### src/rtl/hit_detector_pkg.sv
// Shared defaults and FSM encoding for the per-frame player/bullet collision stage.
package hit_detector_pkg;
  localparam int DEF_N_BULLETS   = 32;
  localparam int DEF_COORD_W     = 10;
  localparam int DEF_PLAYER_HALF = 4;
  localparam int DEF_BULLET_HALF = 2;
  localparam int DEF_IFRAMES     = 60;
  localparam int DEF_HIT_HOLD    = 1000001;
  // health samples is_hit once per TIME_MAX cycles, so DEF_HIT_HOLD must exceed it
  localparam int TIME_MAX        = 1000000;

  typedef enum logic [1:0] {
    IDLE  = 2'd0,
    SCAN  = 2'd1,
    DRAIN = 2'd2
  } state_e;
endpackage

### src/rtl/hit_detector_aabb_overlap.sv
// Axis-aligned box overlap of two centre points against a summed half-size.
module aabb_overlap #(
  parameter int COORD_W = 10,
  parameter int HALF    = 6
) (
  input  logic [COORD_W-1:0] ax,
  input  logic [COORD_W-1:0] ay,
  input  logic [COORD_W-1:0] bx,
  input  logic [COORD_W-1:0] by,
  output logic               overlap
);
  localparam logic [COORD_W:0] LIM = (COORD_W+1)'(HALF);

  logic [COORD_W:0] dx, dy;

  // Absolute differences without wrap: the screen edge is not adjacent to the opposite edge.
  always_comb begin
    dx      = (ax >= bx) ? ({1'b0, ax} - {1'b0, bx}) : ({1'b0, bx} - {1'b0, ax});
    dy      = (ay >= by) ? ({1'b0, ay} - {1'b0, by}) : ({1'b0, by} - {1'b0, ay});
    overlap = (dx <= LIM) && (dy <= LIM);
  end
endmodule

### src/rtl/hit_detector.sv
// Per-frame scan of the bullet table against the player hitbox; reports the first hit,
// holds is_hit for the health stage and applies invincibility frames.
module hit_detector
  import hit_detector_pkg::*;
#(
  parameter int N_BULLETS   = DEF_N_BULLETS,
  parameter int ADDR_W      = $clog2(N_BULLETS),
  parameter int COORD_W     = DEF_COORD_W,
  parameter int PLAYER_HALF = DEF_PLAYER_HALF,
  parameter int BULLET_HALF = DEF_BULLET_HALF,
  parameter int IFRAMES     = DEF_IFRAMES,
  parameter int HIT_HOLD    = DEF_HIT_HOLD
) (
  input  logic               clk,
  input  logic               rst,
  input  logic               frame_tick,
  input  logic               die,
  input  logic [COORD_W-1:0] player_x,
  input  logic [COORD_W-1:0] player_y,
  output logic [ADDR_W-1:0]  bullet_addr,
  input  logic               bullet_valid,
  input  logic [COORD_W-1:0] bullet_x,
  input  logic [COORD_W-1:0] bullet_y,
  output logic               is_hit,
  output logic               hit_clear,
  output logic [ADDR_W-1:0]  hit_idx,
  output logic               busy,
  output logic               invincible,
  output logic               scan_overrun
);
  localparam int HOLD_W = $clog2(HIT_HOLD + 1);
  localparam int IFR_W  = $clog2(IFRAMES + 1);
  localparam logic [ADDR_W-1:0] LAST = ADDR_W'(N_BULLETS - 1);

  state_e              state_q, state_d;
  logic [ADDR_W-1:0]   addr_q, addr_d, rd_idx_q, rd_idx_d, hit_idx_q, hit_idx_d;
  logic                rd_vld_q, rd_vld_d, discard_q, discard_d;
  logic                busy_q, busy_d, hit_clear_q, hit_clear_d;
  logic                is_hit_q, is_hit_d, overrun_q, overrun_d;
  logic [COORD_W-1:0]  px_q, px_d, py_q, py_d;
  logic [HOLD_W-1:0]   hold_q, hold_d;
  logic [IFR_W-1:0]    ifr_q, ifr_d;
  logic                overlap, hit;

  aabb_overlap #(
    .COORD_W (COORD_W),
    .HALF    (PLAYER_HALF + BULLET_HALF)
  ) u_aabb (
    .ax      (px_q),
    .ay      (py_q),
    .bx      (bullet_x),
    .by      (bullet_y),
    .overlap (overlap)
  );

  // rd_vld_q marks a cycle whose RAM data belongs to an address issued by this scan.
  assign hit = rd_vld_q && bullet_valid && overlap && !die && !discard_q;

  always_comb begin
    state_d     = state_q;
    addr_d      = '0;
    rd_vld_d    = 1'b0;
    rd_idx_d    = addr_q;
    discard_d   = discard_q;
    px_d        = px_q;
    py_d        = py_q;
    hit_clear_d = 1'b0;
    hit_idx_d   = hit_idx_q;
    overrun_d   = 1'b0;
    ifr_d       = ifr_q;
    hold_d      = hold_q;
    is_hit_d    = is_hit_q;

    if (hold_q != '0) hold_d = hold_q - 1'b1;
    else              is_hit_d = 1'b0;

    case (state_q)
      IDLE: begin
        if (frame_tick) begin
          if (ifr_q != '0) begin
            ifr_d = ifr_q - 1'b1;
          end else if (!die) begin
            state_d   = SCAN;
            px_d      = player_x;
            py_d      = player_y;
            discard_d = 1'b0;
          end
        end
      end
      SCAN: begin
        addr_d   = addr_q + 1'b1;
        rd_vld_d = 1'b1;
        if (addr_q == LAST) state_d = DRAIN;
      end
      DRAIN:   state_d = IDLE;
      default: state_d = IDLE;
    endcase

    if (state_q != IDLE) begin
      overrun_d = frame_tick;
      if (die) discard_d = 1'b1;
    end

    if (hit) begin
      state_d     = IDLE;
      addr_d      = '0;
      rd_vld_d    = 1'b0;
      hit_clear_d = 1'b1;
      hit_idx_d   = rd_idx_q;
      is_hit_d    = 1'b1;
      hold_d      = HOLD_W'(HIT_HOLD - 1);
      ifr_d       = IFR_W'(IFRAMES);
    end

    busy_d = (state_d != IDLE);
  end

  always_ff @(posedge clk) begin
    if (rst) begin
      state_q     <= IDLE;
      addr_q      <= '0;
      rd_idx_q    <= '0;
      rd_vld_q    <= 1'b0;
      discard_q   <= 1'b0;
      px_q        <= '0;
      py_q        <= '0;
      busy_q      <= 1'b0;
      hit_clear_q <= 1'b0;
      hit_idx_q   <= '0;
      is_hit_q    <= 1'b0;
      overrun_q   <= 1'b0;
      hold_q      <= '0;
      ifr_q       <= '0;
    end else begin
      state_q     <= state_d;
      addr_q      <= addr_d;
      rd_idx_q    <= rd_idx_d;
      rd_vld_q    <= rd_vld_d;
      discard_q   <= discard_d;
      px_q        <= px_d;
      py_q        <= py_d;
      busy_q      <= busy_d;
      hit_clear_q <= hit_clear_d;
      hit_idx_q   <= hit_idx_d;
      is_hit_q    <= is_hit_d;
      overrun_q   <= overrun_d;
      hold_q      <= hold_d;
      ifr_q       <= ifr_d;
    end
  end

  assign bullet_addr  = addr_q;
  assign busy         = busy_q;
  assign hit_clear    = hit_clear_q;
  assign hit_idx      = hit_idx_q;
  assign is_hit       = is_hit_q;
  assign scan_overrun = overrun_q;
  assign invincible   = (ifr_q != '0);
endmodule
### config.mk
export PLATFORM = sky130hd
export DESIGN_NAME = hit_detector
export DESIGN_NICKNAME = d
export VERILOG_FILES = /design/src/rtl/hit_detector_pkg.sv /design/src/rtl/hit_detector_aabb_overlap.sv /design/src/rtl/hit_detector.sv
export SDC_FILE = /design/constraint.sdc
export NUM_CORES = 1
export LEC_CHECK = 0
export CAP_MARGIN = 20
export CORE_MARGIN = 2
export CORE_UTILIZATION = 32
export DETAILED_ROUTE_END_ITERATION = 12
export DONT_BUFFER_PORTS = 1
export SYNTH_ARGS = -nofsm -noshare
export SYNTH_HDL_FRONTEND = slang
export SYNTH_SLANG_ARGS = --single-unit
### constraint.sdc
create_clock -name clk -period 4 [get_ports clk]
set_input_delay 1 -clock clk [delete_from_list [all_inputs] [get_ports clk]]
set_output_delay 1 -clock clk [all_outputs]
set_load 0.01 [all_outputs]
; Word-level counts from Yosys, hierarchy flattened
; Index checks and enable logic that the tools add are counted.
[totals]
word_cells = 80
regBits = 69
out_inout_bits = 15
[classes]
n_reduce_logical = 22
addsub = 7
mux = 24
n_bitwise = 4
order_cmp = 4
eq_ne = 3
[op_table]
columns = cell, n
row1 = 10-bit by 10-bit subtractor with 11-bit output, 4
row2 = 20-bit two-way mux, 2
row3 = 6-bit two-way mux, 4
row4 = "11-bit by 3-bit <= comparator with 1-bit output, second input constant", 2
row5 = 11-bit two-way mux, 2
row6 = 10-bit greater-or-equal comparator, 2
row7 = 20-bit nonzero test, 1
row8 = "20-bit by 1-bit subtractor with 20-bit output, second input constant", 1
row9 = 2-bit nonzero test, 6
row10 = 1-bit two-way mux, 10
row11 = 2-bit two-way mux, 5
row12 = 3-bit AND reduction, 2
row13 = 6-bit nonzero test, 1
row14 = "6-bit by 1-bit subtractor with 6-bit output, second input constant", 1
row15 = "5-bit by 1-bit adder with 5-bit output, second input constant", 1
row16 = "5-bit == test, second input constant", 1
row17 = 1-bit logical AND, 5
row18 = 1-bit inverter, 4
row19 = 2-bit one-hot mux with 2 select lines, 1
row20 = 4-bit AND reduction, 1
row21 = 2-bit OR reduction, 2
row22 = 3-bit OR reduction, 1
row23 = "2-bit by 1-bit == test with 1-bit output, second input constant", 1
row24 = 1-bit logical NOT, 2
row25 = other kinds (2), 2

; Logic depth before layout (Yosys ltp)
; Gate-level depths: netlist of the first run.
[logic_depth]
ltp_word = 9
mapped_depth = 15

; Modules after synthesis
; From an unflattened synthesis of the first run, not the netlist that was laid out.
[unflattened]
cells_unflattened = 587
hier_area_um2 = 4908.5
[by_module_without_submodules]
columns = mod, cells_per_inst, area_each_um2, instances, seq_area_each_um2
row1 = hit_detector, 313, 2920.3, 1, 1381.3
row2 = aabb_overlap, 274, 1988.2, 1, 0.0

; Worst setup path after synthesis of the first run
; OpenSTA, ideal clock, no wires.
[synth_timing]
path_kind = input-to-reg
from = input bullet_y[0]
to = register hold_q[0]
setup_ns = 0.137
arrival_ns = 3.360
n_path_buf = 1
required_time_ns = 3.863
setup_slack_ns = 0.503
path_stages = 14
cell_sequence = inv_1 -> ha_1 -> inv_1 -> fa_1 -> a21o_1 -> a221oi_1 -> o21ai_1 -> xnor2_1 -> nor2_1 -> a21oi_1 -> nand4_4 -> nor3_4 -> buf_6 -> nor3_1
[synth_via]
elab_chain_len = 8
elab_cells_between_ends = 10
cone_classes = add/sub: 2 / order compare: 2 / mux: 1 / reduce/logical: 5
[synth_lines]
columns = element, line_no
row1 = "start, declared", hit_detector.sv:23  ; input logic [COORD_W-1:0] bullet_y,
row2 = 10-bit by 10-bit subtractor with 11-bit output or 10-bit greater-or-equal comparator (tied branches), hit_detector_aabb_overlap.sv:19  ; dy = (ay >= by) ? ({1'b0, ay} - {1'b0, by}) : ({1'b0, by} - {1'b0, ay});
row3 = 11-bit two-way mux *, hit_detector_aabb_overlap.sv:19
row4 = 11-bit by 3-bit <= comparator with 1-bit output *, hit_detector_aabb_overlap.sv:20  ; overlap = (dx <= LIM) && (dy <= LIM);
row5 = 1-bit logical AND *, hit_detector_aabb_overlap.sv:20
row6 = 1-bit logical AND * (3 in series), hit_detector.sv:57  ; assign hit = rd_vld_q && bullet_valid && overlap && !die && !discard_q;
row7 = 2-bit OR reduction (no line) *, --
row8 = "end signal, assigned", hit_detector.sv:147  ; hold_q <= hold_d;
row9 = "end, declared", hit_detector.sv:41  ; logic [HOLD_W-1:0] hold_q, hold_d;
; Every way passes the cells marked *; elsewhere a longest branch is shown, timed or not.
; A chain may end at the register's enable or synchronous reset.

; Worst setup path in the final report of the first run
[layout_timing]
from = input bullet_y[0]
to = register hold_q[16]
[layout_via]
elab_chain_len = 8
elab_cells_between_ends = 11
cone_classes = add/sub: 2 / order compare: 2 / mux: 2 / reduce/logical: 5
[layout_lines]
columns = element, line_no
row1 = 10-bit by 10-bit subtractor with 11-bit output or 10-bit greater-or-equal comparator (tied branches), hit_detector_aabb_overlap.sv:19
row2 = 11-bit two-way mux *, hit_detector_aabb_overlap.sv:19
row3 = 11-bit by 3-bit <= comparator with 1-bit output *, hit_detector_aabb_overlap.sv:20
row4 = 1-bit logical AND *, hit_detector_aabb_overlap.sv:20
row5 = 1-bit logical AND * (3 in series), hit_detector.sv:57
row6 = 20-bit two-way mux or 2-bit nonzero test (tied branches), --
; Marked as above.

==> results.txt, run 1 <==
The biggest area contributor in the post-synthesis netlist is dfxtp_1. The capture instance of the worst register-to-register path is hold_q[16]. The number of pins with negative max-slew slack in the final report came out at 0.

Setup repair after global routing left no endpoint under its margin. The most repeated cell in the gate-level netlist after synthesis is nand2_1. The endpoint required time on the critical path came out at 4260 ps. The sum of net half-perimeters after detailed placement is 9300 um.

Relative to the synthesized area, the layout overhead comes to 8.54%. The number of buffers inserted to repair setup after CTS came out at 0. CTS saw 69 sinks.

The routed wire length is 11,900 um. Buffers inserted to repair hold after CTS numbered 0. The slew at the pin closest to its max-slew limit is 791 ps. The worst hold path was traced through 2 stages. The hold path startpoint is discard_q. The number of flops mapped to enable cells by yosys is 0.

The flow ran to the end, and the final reports show no timing, DRC or antenna violations. The post-CTS resize count is 0. For the worst flop-to-flop path, the logic depth is 12.

The worst setup path is launched from a primary input. The analysis attributes to cell leakage a power of 2.08 nW. The H-tree depth is 3. The initial utilization of the core area, before any placement, comes to 0.328. The combined area of all synthesized cells came out at 5010 um^2. The area taken by flip-flops and latches came out at 1380 um^2.

The Yosys step of the flow raised 0 warnings. The number of failing setup endpoints in the final timing report came out at 0. The maximum fanout count along the critical path came out at 13. The first detailed-routing pass ran for 4 iterations. The number of hold violations in the final report was 0. TritonCTS built the clock tree. The average detailed-routed wire length per instance came out at 14.6 um.

The average size of a mapped cell is 8.08 um^2. The global-route wire length before repair came out at 19,900 um. The sequential fraction of the synthesis area came out at 0.276.

The fraction of layout cells with a size suffix above 1 is 0.0939. From left edge to right edge, the die measures 129 um. The overall routing resource usage is 0.147. The count of antenna diodes in the layout is 0. The path with the worst hold slack has its endpoint at discard_q. The async set or reset register ratio after synthesis came out at 0. The count of unique library cells instantiated by Yosys came out at 74. The via count came out at 4,267. The number of buffers inserted during clock tree synthesis came out at 9. The startpoint of the worst-slack reg-to-reg timing path is py_q[0]. The setup total negative slack came out at 0 ps.

The utilization after layout came out at 0.356. The vertical extent of the die came out at 129 um. The number of antenna violations at the first check in global routing came to 0.

The root buffer cell is clkbuf_16. The number of nets produced by synthesis is 713. The number of global-route vias before repair is 4,170.

Across all register-to-register paths, the minimum setup slack is 840 ps. In the synthesized netlist the dominant register cell turns out to be dfxtp_1. The endpoint arrival time on the critical path came out at 3740 ps.

The number of synthesized register bits is 69. Setup slack on the critical path of the routed design comes to 517 ps. After floorplanning, the core was sized to cover 15,300 um^2. The relative max-transition margin is 0.473. STA classifies the critical path endpoint as a register. The final critical-path share of the clock period came out at 0.871.

The buffer levels on the longest clock path came out at 2. The worst voltage drop across the vdd grid is 351 uV. In this run the worst hold path is classified as register to register. The clock network latency to the later pin of the worst-skew pair came out at 330 ps. Subtracting the final worst setup slack from the clock period gives 3480 ps.

The global-route congestion overflow total came out at 0. The worst setup path is of the primary input to register kind. The total power per unit cell area is 573 nW/um^2. The number of vias per cell came out at 5.22. The fmax is 287 MHz.

Summing all multi-input logic gate instances after layout gives 3260 um^2. For the final database, setup skew stands at 4.34 ps. The detailed router's first-iteration violation count came out at 256. The final layout net count is 696.

The number of fill cells came out at 1,596. In this run the core area contains 45 standard-cell rows. The total of max-cap violations is 0. The post-synthesis instance total is 620. Entering global routing, the biggest net connects 70 pins. The remaining routing DRC violations came out at 0. The proportion of netlist area held by the largest area contributor is 0.276. By area the synthesized netlist is led by dfxtp_1 28%, ha_1 11%, nand2_1 5.8%. The die covers 16,700 um^2. Counting instances in the post-synthesis netlist gives the leading cell types as 77 x nand2_1, 69 x dfxtp_1, 57 x a21oi_1, 52 x inv_1, 44 x ha_1. The worst setup slack before clock tree synthesis came out at 198 ps. The clock slew at the register clock pins of the worst setup and hold paths is 50 ps. 60 I/O pins were placed. The global placement routability congestion came out at 0.894. The count of buffers inserted at the top-level ports came out at 0. The number of nets still failing antenna checks after routing is 0.
state kept, by name, summed over array words and instances, names as in the netlist:
name / count
bullet_addr: 5
busy: 1
discard_q: 1
hit_clear: 1
hit_idx: 5
hold_q: 20
ifr_q: 6
is_hit: 1
px_q: 10
py_q: 10
rd_idx_q: 5
rd_vld_q: 1
scan_overrun: 1
state_q: 2
layer usage:
metal	wire, um	part of all wire	vias up	track usage
li1	-	-	2130	-
met3	556	0.047	18	0.0248
met5	0	0	-	0
met2	5810	0.49	104	0.252
met1	5340	0.45	2015	0.183
met4	233	0.020	0	0.0633
logic make-up after synthesis:
family	count (synthesis)	share of synthesized area
xor+xnor	31	0.0542
flops	69	0.276
fa+ha+maj	48	0.126
compound gates	152	0.211
buf+inv	86	0.0749
mux	11	0.0220
simple gates	223	0.236
worst max-delay path by stage:
stage                     slack [ps]          to        start
after floorplan                  500   hold_q[0]  bullet_y[0]
final                            520  hold_q[16]  bullet_y[0]
after CTS                        510    ifr_q[3]  bullet_y[0]
after global routing             260    ifr_q[3]  bullet_y[0]
after detailed placement         200    ifr_q[3]  bullet_y[0]
after global placement           260  hold_q[16]  bullet_y[0]
where the power goes:
| group | switching [mW] | total (mW) | internal, mW |
|---|---|---|---|
| registers | 0.137 | 0.975 | 0.839 |
| logic | 0.817 | 1.39 | 0.571 |
| clock network | 0.279 | 0.754 | 0.475 |
| total | 1.23 | 3.12 | 1.88 |
per-stage QoR:
| step | area (um^2) | instances | hold WS, ps | total power, mW |
|---|---|---|---|---|
| floorplan | 5010 | 620 | 432 | 2.11 |
| global placement | 5160 | 803 | 438 | 2.32 |
| detailed placement | 5160 | 803 | 450 | 2.37 |
| CTS | 5440 | 818 | 458 | 3.14 |
| global route | 5440 | 818 | 482 | 3.38 |
| finish | 5440 | 818 | 455 | 3.12 |
placed cells by master (no fill, tap or decap), drive strengths merged, types with 5 or more instances in the layout:
| cell type | n |
|---|---|
| mux2i | 11 |
| nand3 | 17 |
| o31ai | 11 |
| a21oi | 71 |
| clkbuf | 10 |
| nor4 | 13 |
| dfxtp | 69 |
| buf | 6 |
| nand4 | 10 |
| nand2 | 78 |
| inv | 52 |
| o21ai | 23 |
| nor2b | 13 |
| nor3 | 32 |
| xor2 | 16 |
| nand2b | 10 |
| nor2 | 25 |
| xnor2 | 15 |
| ha | 44 |
| a21o | 6 |
| a211oi | 5 |
cell type report:
class | count | share of cell area
Multi-Input combinational cell | 465 | 0.599
Tap cell | 211 | 0.0486
Clock inverter | 5 | 0.00966
Inverter | 52 | 0.0359
Clock buffer | 10 | 0.0421
Timing Repair Buffer | 6 | 0.0106
Sequential cell | 69 | 0.254
critical path: stages:
cell	delay [ps]
inv_1	40
ha_1	160
inv_1	60
fa_1	400
a21o_1	200
a221oi_1	380
o21ai_1	140
xnor2_1	170
nor2_1	60
a21oi_1	260
and4_1	420
nand3_4	270
a31oi_1	190
Note: power is estimated with default switching activity, not from simulation.
==> inputs of run 2 (changes only) <==
CORE_UTILIZATION = 42   (was 32)
SYNTH_HIERARCHICAL = 1   (was not set)
==> results.txt, run 2 <==
The combined area of all synthesized cells was 4910 um^2 (was 5010 um^2). The dominant synthesized flop cell is dfxtp_1 (unchanged). The fraction of layout cells with a size suffix above 1 is 0.285 (was 0.0939). The most repeated cell in the gate-level netlist after synthesis is dfxtp_1 (was nand2_1). Commonest cells in the synthesized netlist: 69 x dfxtp_1, 58 x inv_1, 49 x nor2_1, 44 x a21oi_1, 44 x ha_1 (was 77 x nand2_1, 69 x dfxtp_1, 57 x a21oi_1, 52 x inv_1, 44 x ha_1).

The most area-hungry cell type in the Yosys netlist is dfxtp_1 (unchanged). The number of fill cells is 1,021 (was 1,596). The register with the highest flop count is hold_q (unchanged). The number of flip-flops under the largest register name is 20 (unchanged). The endpoint arrival time on the critical path came out at 4340 ps (was 3740 ps).

The fmax came to 245 MHz (was 287 MHz). Outcome: complete, but fails checks (was completed). The clock network latency to the later pin of the worst-skew pair came to 340 ps (was 330 ps). The number of buffers inserted by hold repair at cts came out at 0 (unchanged). The number of buffers inserted during clock tree synthesis was 9 (unchanged). The global placement routability congestion came out at 0.877 (was 0.894).

The number of nets still failing antenna checks after routing was 0 (unchanged). The starting density of the core was 0.430 (was 0.328). The global-route wire length before repair is 20,400 um (was 19,900 um). The critical path endpoint category was a register (unchanged). The count of buffers inserted at the top-level ports is 0 (unchanged). The number of synthesized register bits is 69 (unchanged).

The final layout net count is 750 (was 696). The proportion of netlist area held by the largest area contributor came out at 0.281 (was 0.276). The number of pins with negative max-slew slack in the final report is 0 (unchanged). The async set or reset register ratio after synthesis came out at 0 (unchanged). The detailed router's first-iteration violation count came to 266 (was 256). The critical path class is primary input to register (unchanged). The buffer levels on the longest clock path was 2 (unchanged). The total number of placement rows came to 39 (was 45). The utilization after layout came out at 0.562 (was 0.356). The area of the core region came out at 11,400 um^2 (was 15,300 um^2). The global-route congestion overflow total came to 0 (unchanged). Top Registers: hold_q (20), px_q (10), py_q (10) (unchanged).

The sum of net half-perimeters after detailed placement is 8950 um (was 9300 um). The horizontal extent of the die came out at 112 um (was 129 um). The H-tree depth came out at 3 (unchanged). The worst clock skew came out at 6.18 ps (was 4.34 ps). The clock slew at the register clock pins of the worst setup and hold paths is 60 ps (was 50 ps).

The critical path launch point was bullet_x[0] (was bullet_y[0]). The maximum number of pins on one net before global-route repair was 45 (was 70). The worst hold-check path type is register to register (unchanged). The clock period minus final worst setup slack is 4080 ps (was 3480 ps). The routed wire length came out at 12,500 um (was 11,900 um). The number of hold violations in the final report came out at 0 (unchanged). The number of vias per cell is 5.45 (was 5.22). The sequential fraction of the synthesis area came to 0.281 (was 0.276). The TritonCTS clock tree was built (unchanged).

The relative max-transition margin came out at 0.261 (was 0.473). The number of antenna violations at the first check in global routing came out at 0 (unchanged). The synthesis warning total was 6 (was 0).

The final reports fail on negative setup slack. The post-synthesis instance total is 587 (was 620). The hold path startpoint is rd_idx_q[3] (was discard_q).

The number of optimization iterations in the first detailed-route pass came out at 4 (unchanged). The maximum fanout count along the critical path is 5 (was 13). The number of nets produced by synthesis came out at 680 (was 713). The leakage power is 2.80 nW (was 2.08 nW).

The root buffer cell is clkbuf_16 (unchanged). Top library cells by usage in the layout, fill and taps aside: 76 x buf_4, 69 x dfxtp_1, 54 x inv_1 (was 77 x nand2_1, 69 x dfxtp_1, 57 x a21oi_1). The vertical extent of the die came out at 112 um (was 129 um). The count of antenna diodes in the layout is 0 (unchanged). The via count came out at 4,386 (was 4,267).

The endpoint required time on the critical path came out at 4260 ps (about the same). The total power per unit cell area came out at 622 nW/um^2 (was 573 nW/um^2). The slew at the pin closest to its max-slew limit is 1100 ps (was 791 ps).

The area of the die came out at 12,600 um^2 (was 16,700 um^2). The total of max-cap violations is 0 (unchanged). The setup total negative slack is -187 ps (was 0 ps).

The total clock sinks is 69 (unchanged). The most common library cell in the layout ignoring fill and taps is buf_4 (was nand2_1). RSZ-0062 raised after global routing: yes (was no). The worst voltage drop across the vdd grid came to 492 uV (was 351 uV). The final critical-path share of the clock period is 1.02 (was 0.871). The worst path setup slack after routing was -82.8 ps (was 517 ps). The worst hold slack was 430 ps (was 455 ps).

The count of unique library cells instantiated by Yosys is 70 (was 74). The startpoint of the worst-slack reg-to-reg timing path is px_q[0] (was py_q[0]). The placed cell area is 5500 um^2 (was 5160 um^2). Synth top area cells: dfxtp_1 28%, ha_1 11%, mux2i_1 6.9% (was dfxtp_1 28%, ha_1 11%, nand2_1 5.8%). The remaining routing DRC violations came out at 0 (unchanged).

The overall routing resource usage was 0.197 (was 0.147). The category of the worst setup path launch point is a primary input (unchanged). The relative area change from synthesis to final layout was 30.8% (was 8.54%).

The number of global-route vias before repair came out at 4,396 (was 4,170). The average detailed-routed wire length per instance came to 15.6 um (was 14.6 um). The top-level port count is 60 (unchanged). The average size of a mapped cell was 8.36 um^2 (was 8.08 um^2). The number of failing setup endpoints in the final timing report is 6 (was 0). The finished layout cell area is 6420 um^2 (was 5440 um^2). The number of flops mapped to enable cells by yosys is 0 (unchanged).
-- run 2: changes by cell type in the layout (fill, tap and decap cells not counted), moves of 7 or more --
cell / before / now
nor2_1: 25 / 44
xnor2_1: 15 / 6
o21ai_0: 12 / 20
buf_6: 0 / 9
ha_1: 44 / 37
nand4_1: 9 / 0
buf_4: 5 / 76
nand2_1: 77 / 28
nor3_1: 29 / 13
o31ai_1: 8 / 1
mux2i_1: 11 / 33
a21oi_1: 57 / 33
-- run 2: power breakdown --
group          switching [mW]  internal [mW]
Clock                   0.305          0.672
Sequential              0.164          0.836
Combinational            1.10          0.919
-- run 2: critical path, stage by stage --
cell and delay [ps]:
clkinv_16 20, ha_4 110, inv_2 30, fa_2 360, a21oi_4 170, or2_4 150, a21oi_2 40, or4_4 550
a221oi_4 300, o311ai_4 160, nor4_4 170, buf_4 150, o211a_1 170, nand4b_1 210, buf_4 200, o211ai_1 180
o311ai_1 160, nor3_2 210
-- run 2: what timing repair did --
item,4_1_cts,5_1_grt
pin swaps,16,19
resized for setup,29,53
endpoints found under the setup margin,42,42
cloned,0,1
setup buffers,9,6
-- run 2: logic make-up after synthesis --
kind of cell | synth area share
and+or+nand+nor | 0.214
buffers and inverters | 0.0762
DFF | 0.281
AOI/OAI and AO/OA | 0.198
adders and majority gates | 0.128
muxes | 0.0716
xor gates and xnor gates | 0.0303
-- run 2: final timing paths --
check        depth (start not counted)    endpoint  slack [ps]
max                                 18   hold_q[9]         -80
min                                  2  hit_idx[3]         430
max reg2reg                         17   hold_q[9]         130
min reg2reg                          2  hit_idx[3]         430
-- run 2: final cells by class --
cell class / instances / area (um^2) / area share
clock buffers: 10 / 229 / 0.0357
clock inverters: 6 / 135 / 0.0211
inverters: 58 / 244 / 0.0380
multi-input cells: 433 / 3560 / 0.554
flip-flops and latches: 69 / 1380 / 0.215
well taps: 143 / 179 / 0.0279
repair buffers: 86 / 692 / 0.108
-- run 2: metal layers --
metal / global-route usage / wire [um] / part of all wire / vias to the layer above
met4: 0.0626 / 207 / 0.017 / 0
li1: - / - / - / 2221
met5: 0 / 0 / 0 / -
met2: 0.341 / 6150 / 0.49 / 85
met1: 0.245 / 5570 / 0.44 / 2064
met3: 0.0427 / 604 / 0.048 / 16
-- run 2: through the flow --
| step | setup slack (ps) | instances | total power, mW |
|---|---|---|---|
| floorplan | -261 | 587 | 2.32 |
| global placement | -571 | 773 | 2.71 |
| detailed placement | -641 | 773 | 2.74 |
| CTS | -153 | 798 | 3.82 |
| global route | -236 | 805 | 4.25 |
| finish | -82.8 | 805 | 3.99 |
==> inputs of run 3 (changes only) <==
CTS_BUF_LIST = sky130_fd_sc_hd__clkbuf_4 sky130_fd_sc_hd__clkbuf_8   (was not set)
CTS_CLUSTER_SIZE = 20   (was not set)
GPL_TIMING_DRIVEN = 0   (was not set)
==> results.txt, run 3 (synthesized netlist as in run 2, its figures left out) <==
The number of antenna violations at the first check in global routing came out at 0 (unchanged). The maximum fanout count along the critical path came out at 7 (was 5). The setup total negative slack is -2740 ps (was -187 ps). The worst path setup slack after routing is -124 ps (was -82.8 ps). The fraction of layout cells with a size suffix above 1 is 0.226 (was 0.285). The number of fill cells came out at 1,105 (was 1,021).

The clock slew at the register clock pins of the worst setup and hold paths is 80 ps (was 60 ps). The cell repeated most along the worst path is buf_4 (unchanged). The count of antenna diodes in the layout is 0 (unchanged).

The total power per unit cell area is 585 nW/um^2 (was 622 nW/um^2). The worst setup slack before clock tree synthesis is -807 ps (was -641 ps). The endpoint required time on the critical path is 4280 ps (was 4260 ps). The sum of net half-perimeters after detailed placement was 9000 um (was 8950 um). The relative area change from synthesis to final layout came out at 21.0% (was 30.8%). The horizontal extent of the die came out at 112 um (unchanged). The largest stage delay on the critical path came to 400 ps (was 550 ps). The via count is 4,295 (was 4,386). The final critical-path share of the clock period is 1.03 (was 1.02). The remaining routing DRC violations came out at 0 (unchanged). The relative max-transition margin came out at 0.453 (was 0.261). The global-route congestion overflow total came out at 0 (unchanged). The number of hold violations in the final report came out at 0 (unchanged). The overall routing resource usage was 0.194 (was 0.197). The category of the worst setup path launch point is a primary input (unchanged).

The area of the core region came out at 11,400 um^2 (unchanged). The global placement routability congestion was 0.819 (was 0.877). The top-level port count is 60 (unchanged). The number of buffers inserted during clock tree synthesis came to 9 (unchanged). Outcome: complete, but fails checks (unchanged).

The H-tree depth was 3 (unchanged). The critical path class is primary input to register (unchanged). The cell with the largest stage delay on the worst path is or3_4 (was or4_4).

The leakage power was 2.53 nW (was 2.80 nW). The number of pins with negative max-slew slack in the final report came out at 0 (unchanged). The placed cell area came out at 5160 um^2 (was 5500 um^2). The worst clock skew came to 14.0 ps (was 6.18 ps). The number of global-route vias before repair came out at 4,257 (was 4,396). The number of failing setup endpoints in the final timing report is 41 (was 6). The count of buffers inserted at the top-level ports came out at 0 (unchanged). The number of nets still failing antenna checks after routing came out at 0 (unchanged).

The critical path endpoint category is a register (unchanged). The detailed router's first-iteration violation count came out at 294 (was 266). The endpoint arrival time on the critical path is 4400 ps (was 4340 ps). The final layout net count was 713 (was 750). The worst hold-check path type is register to register (unchanged). The cell count of the worst reg-to-reg path was 19 (was 17).

The most common library cell in the layout ignoring fill and taps is dfxtp_1 (was buf_4). The clock period minus final worst setup slack came to 4120 ps (was 4080 ps). The clock network latency to the later pin of the worst-skew pair came out at 360 ps (was 340 ps).

The number of stages on the worst hold path came out at 2 (unchanged). The root buffer cell is clkbuf_8 (was clkbuf_16). The maximum number of pins on one net before global-route repair came out at 14 (was 45). Top Registers: hold_q (20), px_q (10), py_q (10) (unchanged). The worst voltage drop across the vdd grid came out at 343 uV (was 492 uV).

The total of max-cap violations came to 0 (unchanged). The slew at the pin closest to its max-slew limit came to 813 ps (was 1100 ps). The number of buffers inserted by hold repair at cts is 0 (unchanged). Chain of cells forming the critical path: ha_1 > buf_4 > nand3_1 > or3_4 > o21ai_2 > o21bai_4 > buf_6 > buf_4 > mux2i_1 > xnor2_1 > nand3_4 > nor4_4 > o211a_1 > nand4b_1 > nor2_2 > clkbuf_8 > buf_4 > a211oi_1 > nor3_1 (was clkinv_16 > ha_4 > inv_2 > fa_2 > a21oi_4 > or2_4 > a21oi_2 > or4_4 > a221oi_4 > o311ai_4 > nor4_4 > buf_4 > o211a_1 > nand4b_1 > buf_4 > o211ai_1 > o311ai_1 > nor3_2). The fmax came out at 243 MHz (was 245 MHz). The average detailed-routed wire length per instance came out at 15.8 um (was 15.6 um). The vertical extent of the die is 112 um (unchanged). The number of flip-flops under the largest register name is 20 (unchanged). The area of the die came out at 12,600 um^2 (unchanged). The buffer levels on the longest clock path was 2 (unchanged). Failing checks: negative setup slack (unchanged). Top library cells by usage in the layout, fill and taps aside: 69 x dfxtp_1, 55 x inv_1, 44 x nor2_1 (was 76 x buf_4, 69 x dfxtp_1, 54 x inv_1). The register with the highest flop count is hold_q (unchanged). The total clock sinks came out at 69 (unchanged). The finished layout cell area came out at 5940 um^2 (was 6420 um^2). The TritonCTS clock tree is built (unchanged). The routed wire length is 12,200 um (was 12,500 um). The number of optimization iterations in the first detailed-route pass is 5 (was 4). The number of vias per cell came out at 5.59 (was 5.45). The global-route wire length before repair is 20,000 um (was 20,400 um). RSZ-0062 raised after global routing: yes (unchanged). The starting density of the core was 0.430 (unchanged).

The total number of placement rows is 39 (unchanged).
## run 3: path summary, 6_finish.rpt
| path | startpoint | slack [ps] | endpoint |
|---|---|---|---|
| max | bullet_y[2] | -120 | ifr_q[2] |
| min | rd_idx_q[3] | 440 | hit_idx[3] |
| max reg2reg | py_q[1] | 10 | ifr_q[2] |
| min reg2reg | rd_idx_q[3] | 440 | hit_idx[3] |
## run 3: metal layers
metal	wire length (um)	up-vias	GRT usage
met3	706	17	0.0583
met5	0	-	0
met2	5900	95	0.331
met4	148	0	0.0472
met1	5410	2042	0.241
li1	-	2141	-
## run 3: metrics by stage
stage                     std cells  hold slack [ps]  total power [mW]   util
after floorplan                 587              422              2.32      -
after global placement          730              431              2.64  0.452
after detailed placement        730              434              2.68  0.452
after CTS                       766              441              3.39  0.500
after global routing            768              454              3.74  0.520
final                           768              436              3.47  0.520
## run 3: report_power, final
group,switching [mW],total [mW],internal [mW]
registers,0.160,0.994,0.834
logic,1.06,1.89,0.828
clock network,0.289,0.589,0.300
## run 3: repair_timing
item / 4_1_cts / 5_1_grt
gates cloned: 1 / 0
gates resized for setup: 35 / 45
endpoints found under the setup margin: 42 / 42
setup buffers: 20 / 3
pin swaps: 26 / 22
## run 3: final cells by class
cell class / count / area [um^2] / share of cell area
clock inverter: 6 / 71.3 / 0.0120
tap: 143 / 179 / 0.0301
clock buffer: 10 / 131 / 0.0221
multi-input combinational: 433 / 3500 / 0.590
sequential: 69 / 1380 / 0.233
inverter: 58 / 244 / 0.0411
timing repair buffer: 24 / 221 / 0.0373
buffer: 25 / 208 / 0.0350
## run 3: worst max-delay path, delay by kind of cell
kind / cells / cell delay, ps
fa+ha+maj: 1 / 250
compound gates: 4 / 550
buf+inv: 5 / 700
simple gates: 7 / 1480
xor+xnor: 1 / 190
mux: 1 / 220
